**src/rtl/riscv_rf_pkg.sv**
```systemverilog
`default_nettype none
// ============================================================================
//  Module   : riscv_rf_pkg
//  Purpose  : Shared register-file geometry for the GPR write-back path.
//  Revision : 1.0  initial release
// ============================================================================
package riscv_rf_pkg;
    localparam int XLEN = 32;
    localparam int AW   = 5;
    localparam int NREG = 32;

    typedef logic [AW-1:0] reg_idx_t;

    localparam reg_idx_t X0 = '0;
endpackage
`default_nettype wire

```
**src/rtl/rr_arbiter.sv**
```systemverilog
`default_nettype none
// ============================================================================
//  Module   : rr_arbiter
//  Purpose  : Combinational round-robin grant: first valid at or above ptr.
//  Revision : 1.0  initial release
// ============================================================================
module rr_arbiter #(
    parameter int NREQ = 3,
    parameter int PW   = (NREQ > 1) ? $clog2(NREQ) : 1
) (
    input  logic [NREQ-1:0] valid,
    input  logic [PW-1:0]   ptr,
    output logic [NREQ-1:0] grant,
    output logic [PW-1:0]   grant_idx,
    output logic            grant_valid
);

    logic [PW-1:0] w_idx;

    always_comb begin
        grant       = '0;
        grant_idx   = '0;
        grant_valid = 1'b0;
        w_idx       = '0;
        for (int k = 0; k < NREQ; k++) begin
            w_idx = PW'((int'(ptr) + k) % NREQ);
            if (!grant_valid && valid[w_idx]) begin
                grant_valid  = 1'b1;
                grant_idx    = w_idx;
                grant[w_idx] = 1'b1;
            end
        end
    end

endmodule
`default_nettype wire

```
**src/rtl/regfile_wb_arbiter.sv**
```systemverilog
`default_nettype none
// ============================================================================
//  Module   : regfile_wb_arbiter
//  Purpose  : Round-robin sharing of the GPR write port with a registered
//             output stage; WB_SCOREBOARD_EN adds a busy-register hazard flag.
//  Revision : 1.0  initial release
// ============================================================================
module regfile_wb_arbiter
    import riscv_rf_pkg::*;
#(
    parameter int NREQ = 3,
    parameter int XLEN = riscv_rf_pkg::XLEN,
    parameter int AW   = riscv_rf_pkg::AW
) (
    input  logic                 clk,
    input  logic                 rst,
    input  logic [NREQ-1:0]      req_valid,
    output logic [NREQ-1:0]      req_ready,
    input  logic [NREQ*AW-1:0]   req_addr,
    input  logic [NREQ*XLEN-1:0] req_data,
    output logic                 rf_write_enable,
    output logic [AW-1:0]        rf_write_addr,
    output logic [XLEN-1:0]      rf_write_data,
    input  logic                 issue_valid,
    input  logic [AW-1:0]        issue_rd,
    input  logic [AW-1:0]        chk_rs1,
    input  logic [AW-1:0]        chk_rs2,
    input  logic [AW-1:0]        chk_rd,
    output logic                 hazard
);

    localparam int PW = (NREQ > 1) ? $clog2(NREQ) : 1;

    logic [PW-1:0]   r_ptr;
    logic [NREQ-1:0] w_grant;
    logic [PW-1:0]   w_gidx;
    logic            w_gvalid;
    logic            w_xfer;
    logic [AW-1:0]   w_sel_addr;
    logic [XLEN-1:0] w_sel_data;

    rr_arbiter #(
        .NREQ (NREQ),
        .PW   (PW)
    ) u_rr_arbiter (
        .valid       (req_valid),
        .ptr         (r_ptr),
        .grant       (w_grant),
        .grant_idx   (w_gidx),
        .grant_valid (w_gvalid)
    );

    // Ready is suppressed during reset so nothing transfers while the stage clears.
    assign req_ready  = rst ? '0 : w_grant;
    assign w_xfer     = w_gvalid & ~rst;
    assign w_sel_addr = req_addr[int'(w_gidx)*AW +: AW];
    assign w_sel_data = req_data[int'(w_gidx)*XLEN +: XLEN];

    always_ff @(posedge clk) begin
        if (rst) begin
            rf_write_enable <= 1'b0;
            rf_write_addr   <= '0;
            rf_write_data   <= '0;
            r_ptr           <= '0;
        end else if (w_xfer) begin
            rf_write_enable <= (w_sel_addr != X0);
            rf_write_addr   <= w_sel_addr;
            rf_write_data   <= w_sel_data;
            r_ptr           <= (w_gidx == PW'(NREQ-1)) ? '0 : w_gidx + 1'b1;
        end else begin
            rf_write_enable <= 1'b0;
        end
    end

`ifdef WB_SCOREBOARD_EN
    logic [NREG-1:0] r_busy;
    logic [NREG-1:0] w_busy_next;

    // Clear is applied before set so a same-cycle issue to the committing reg stays busy.
    always_comb begin
        w_busy_next = r_busy;
        if (rf_write_enable)
            w_busy_next[rf_write_addr] = 1'b0;
        if (issue_valid && (issue_rd != X0))
            w_busy_next[issue_rd] = 1'b1;
        w_busy_next[0] = 1'b0;
    end

    always_ff @(posedge clk) begin
        if (rst)
            r_busy <= '0;
        else
            r_busy <= w_busy_next;
    end

    assign hazard = r_busy[chk_rs1] | r_busy[chk_rs2] | r_busy[chk_rd];
`else
    logic w_unused_sb;
    assign w_unused_sb = ^{issue_valid, issue_rd, chk_rs1, chk_rs2, chk_rd};
    assign hazard      = 1'b0;
`endif

endmodule
`default_nettype wire
```
**config.mk**
```make
export PLATFORM = sky130hd
export DESIGN_NAME = regfile_wb_arbiter
export DESIGN_NICKNAME = d
export VERILOG_FILES = /design/src/rtl/riscv_rf_pkg.sv /design/src/rtl/rr_arbiter.sv /design/src/rtl/regfile_wb_arbiter.sv
export SDC_FILE = /design/constraint.sdc
export NUM_CORES = 1
export LEC_CHECK = 0
export BUFFER_PORTS_ARGS = -buffer_cell sky130_fd_sc_hd__buf_4
export CORE_ASPECT_RATIO = 0.9
export CORE_MARGIN = 2
export CORE_UTILIZATION = 41
export DETAILED_ROUTE_END_ITERATION = 10
export PLACE_DENSITY = 0.87
export RECOVER_POWER = 100
export SETUP_SLACK_MARGIN = 0.5
export SYNTH_ARGS = -nofsm -noshare
export SYNTH_HDL_FRONTEND = slang
export SYNTH_HIERARCHICAL = 1
export SYNTH_SLANG_ARGS = --single-unit
```
**constraint.sdc**
```tcl
create_clock -name clk -period 2.7 [get_ports clk]
set_input_delay 0.54 -clock clk [delete_from_list [all_inputs] [get_ports clk]]
set_output_delay 0.54 -clock clk [all_outputs]
set_load 0.05 [all_outputs]
```
==> impl_metrics.yaml <==
placed_design:
  place_hpwl_um: 5860
  port_buffers: 156
  place.gp.congestion: 0.888
cts:
  clockRootBuffer: "clkbuf_8"
  hold_buffers: 0
  worstSkewPairLatency_ns: 0.30
  clock-sinks: 40
  clk_path_buf_depth: 2
  h-tree-depth: 2
  cts_tree: "built"
  numCtsBuffers: 5
  clk_pin_slew_ns: 0.09
die:
  num_rows: 26
  dieWidth_um: 86.4
  die_area_um2: 6750
  core-area_um2: 5790
  io_pins: 179
  die_h_um: 78.1
  initial_utilization: 0.432
yosys:
  yosysWarningCount: 6
  synth_edf_count: 0
  synthTopCellsByArea: "dfxtp_1, mux2i_1, nor2_1"
  yosys.area.top_type: "dfxtp_1"
  syn_area_um2: 2500
  ys.flop_type: "dfxtp_1"
  ys_seq_elements: 40
  yosysSeqAreaShare: 0.320
  netlist_instances: 310
  synth.distinct_cells: 44
  synth.top_cell.area_share: 0.320
  syn_area_per_cell_um2: 8.08
  ys_async_sr_fraction: 0
  syn_nets: 451
sta:
  min_period_over_period: 0.972
  setup_viol: 0
  fin_tns_setup_ns: 0
  rsz0062_at_grt: "true"
  finalMaxSlewViolations: 0
  min_period_ns: 2.62
  fin_skew_ns: 0.0144
  maxSlewHeadroom: 0.556
  timing.final.hold_violations: 0
  worstMarginPinSlew_ns: 0.668
  max_freq_mhz: 381
route:
  totalWireLength_um: 9770
  drt_iter0_drc: 121
  dr.pass1.iters: 4
  vias: 3120
  viasPerCell: 5.52
  drc: 0
  detail-route-antenna-nets: 0
  wl_per_cell_um: 17.3
power_and_ir_drop:
  p_leak_nw: 1.94
  power_frac_seq: 0.150
  p_sw_mw: 3.46
  internal_power_mw: 3.47
  clkPwrFrac: 0.079
  power.density_nw_per_um2: 1560
  peakVddDrop_mv: 0.876
  combinationalPowerShare: 0.770
  design_power_total_mw: 6.93
  sw_frac_of_total: 0.499
worst_setup_path:
  critPathMaxStageDelay_ns: 0.37
  path_class: "register to output pin"
  slowest_stage: "dfxtp_4"
  path_cells: "buf_4 -> ha_4 -> nor4bb_1 -> a21o_1 -> a21oi_1 -> o2bb2ai_1 -> nor2b_2 -> clkbuf_2"
  worstPathArrival_ns: 2.08
  worstPathRequired_ns: 2.16
  crit_fanout: 7
  endpoint_kind: "output pin"
  cp-start-kind: "register"
global_routing:
  grt_overflow_total: 0
  grt.total_usage: 0.258
  antenna_found_initial: 0
  grt_pass1_vias: 2971
  grt_pass1_wl_um: 14000
  grt_max_degree: 54
  grt.busiest_layer: "met2"
  grt_util_met1: 0.299
  grt_use_met2: 0.465
  globalRouteMet3Util: 0.0694
min_path:
  hold_path_class: "register to register"
final_layout:
  drive_above_1_share: 0.465
  areaGrowthSynthToFinish_pct: 76.9
  diodes: 0
  final_nets: 636
flow_run:
  cap_violations: 0
outcome:
  status: "finished clean"
layout make-up:
class	count	area [um^2]
clock buffer	6	93.8
clock inverter	1	30.0
tap	70	87.6
multi-input combinational	237	1820
fill	446	1360
timing repair buffer	206	1570
sequential	40	808
inverter	5	21.3
power groups by stage:
stage	sequential [mW]	clock (mW)	combinational (mW)
3_3_place_gp	1.03	0	4.00
6_report	1.04	0.551	5.34
3_5_place_dp	1.04	0	4.05
2_1_floorplan	1.93	0	2.13
4_1_cts	1.04	0.550	5.25
5_1_grt	1.08	0.581	5.66
per-layer routing:
metal | up-vias | part of all wire
li1 | 1475 | -
met1 | 1452 | 0.39
met2 | 170 | 0.51
met3 | 23 | 0.079
met5 | - | 0
met4 | 0 | 0.023
synthesized netlist by cell type, types with 2 or more instances:
library cell and count:
a22o_1 4, nand2_1 15, inv_1 5, o21ai_0 2, a21oi_1 40, a21o_1 2, a211oi_1 30, buf_4 6
clkbuf_2 2, o22ai_1 2, a22oi_1 4, mux2i_1 35, o2bb2ai_1 3, nand2b_1 3, clkbuf_1 10, dfxtp_1 40
nand3_1 2, ha_1 4, buf_2 5, nor2b_1 5, nor2_1 65, buf_6 4
cell families after synthesis:
group / synth area share
and+or+nand+nor: 0.172
AOI/OAI and AO/OA: 0.267
adders and majority gates: 0.0200
other: 0.00150
buffers and inverters: 0.0740
muxes: 0.145
DFF: 0.320
layout by cell type (no fill, tap or decap), types with 3 or more instances in the layout:
| cell | instances |
|---|---|
| a22o_1 | 4 |
| buf_12 | 3 |
| a22oi_2 | 3 |
| buf_4 | 138 |
| dfxtp_1 | 38 |
| a21oi_1 | 30 |
| mux2i_1 | 28 |
| a21oi_2 | 8 |
| mux2i_2 | 7 |
| nand2b_1 | 3 |
| a21oi_4 | 3 |
| nor2_1 | 63 |
| ha_4 | 4 |
| nor2b_2 | 3 |
| nor2b_4 | 3 |
| clkbuf_8 | 5 |
| buf_6 | 15 |
| nand2_1 | 14 |
| clkbuf_1 | 41 |
| buf_16 | 3 |
| buf_8 | 4 |
| a211oi_1 | 29 |
state kept, by name (all words and copies together) (netlist names):
signal           flops
r_ptr                2
rf_write_enable      1
rf_write_addr        5
rf_write_data       32
critical path: cells and delay by family, from the launching register on:
family / cells / cell delay (ns)
DFF: 1 / 0.37
adders and majority gates: 1 / 0.18
AOI/OAI and AO/OA: 3 / 0.36
and+or+nand+nor: 2 / 0.44
buffers and inverters: 2 / 0.42
worst paths after layout:
kind	startpoint	to	slack, ns	depth (start not counted)
worst max-delay path	r_ptr[1]	req_ready[0]	0.08	8
worst min-delay path	rf_write_data[1]	rf_write_data[1]	0.46	2
worst max register to register	r_ptr[1]	rf_write_enable	0.19	13
worst min register to register	rf_write_data[1]	rf_write_data[1]	0.46	2
timing repair:
| item | 4_1_cts | 5_1_grt |
|---|---|---|
| setup buffers | 31 | 6 |
| gates resized for setup | 56 | 31 |
| endpoints found under the setup margin | 43 | 43 |
| cloned | 3 | 0 |
| pin swaps | 51 | 25 |
| endpoints found under the hold margin | 0 | 0 |
stage by stage:
step                cell area [um^2]  std cells  setup WS, ns  hold WS (ns)   util
finish                          4430        565        0.0756         0.458  0.765
detailed placement              3770        518        0.0863         0.446  0.652
floorplan                       2560        310         0.410         0.481      -
CTS                             4460        559         0.252         0.459  0.770
global placement                3770        518         0.110         0.441  0.652
global route                    4430        565       0.00477         0.496  0.765
(Power assumes the default switching activity.)
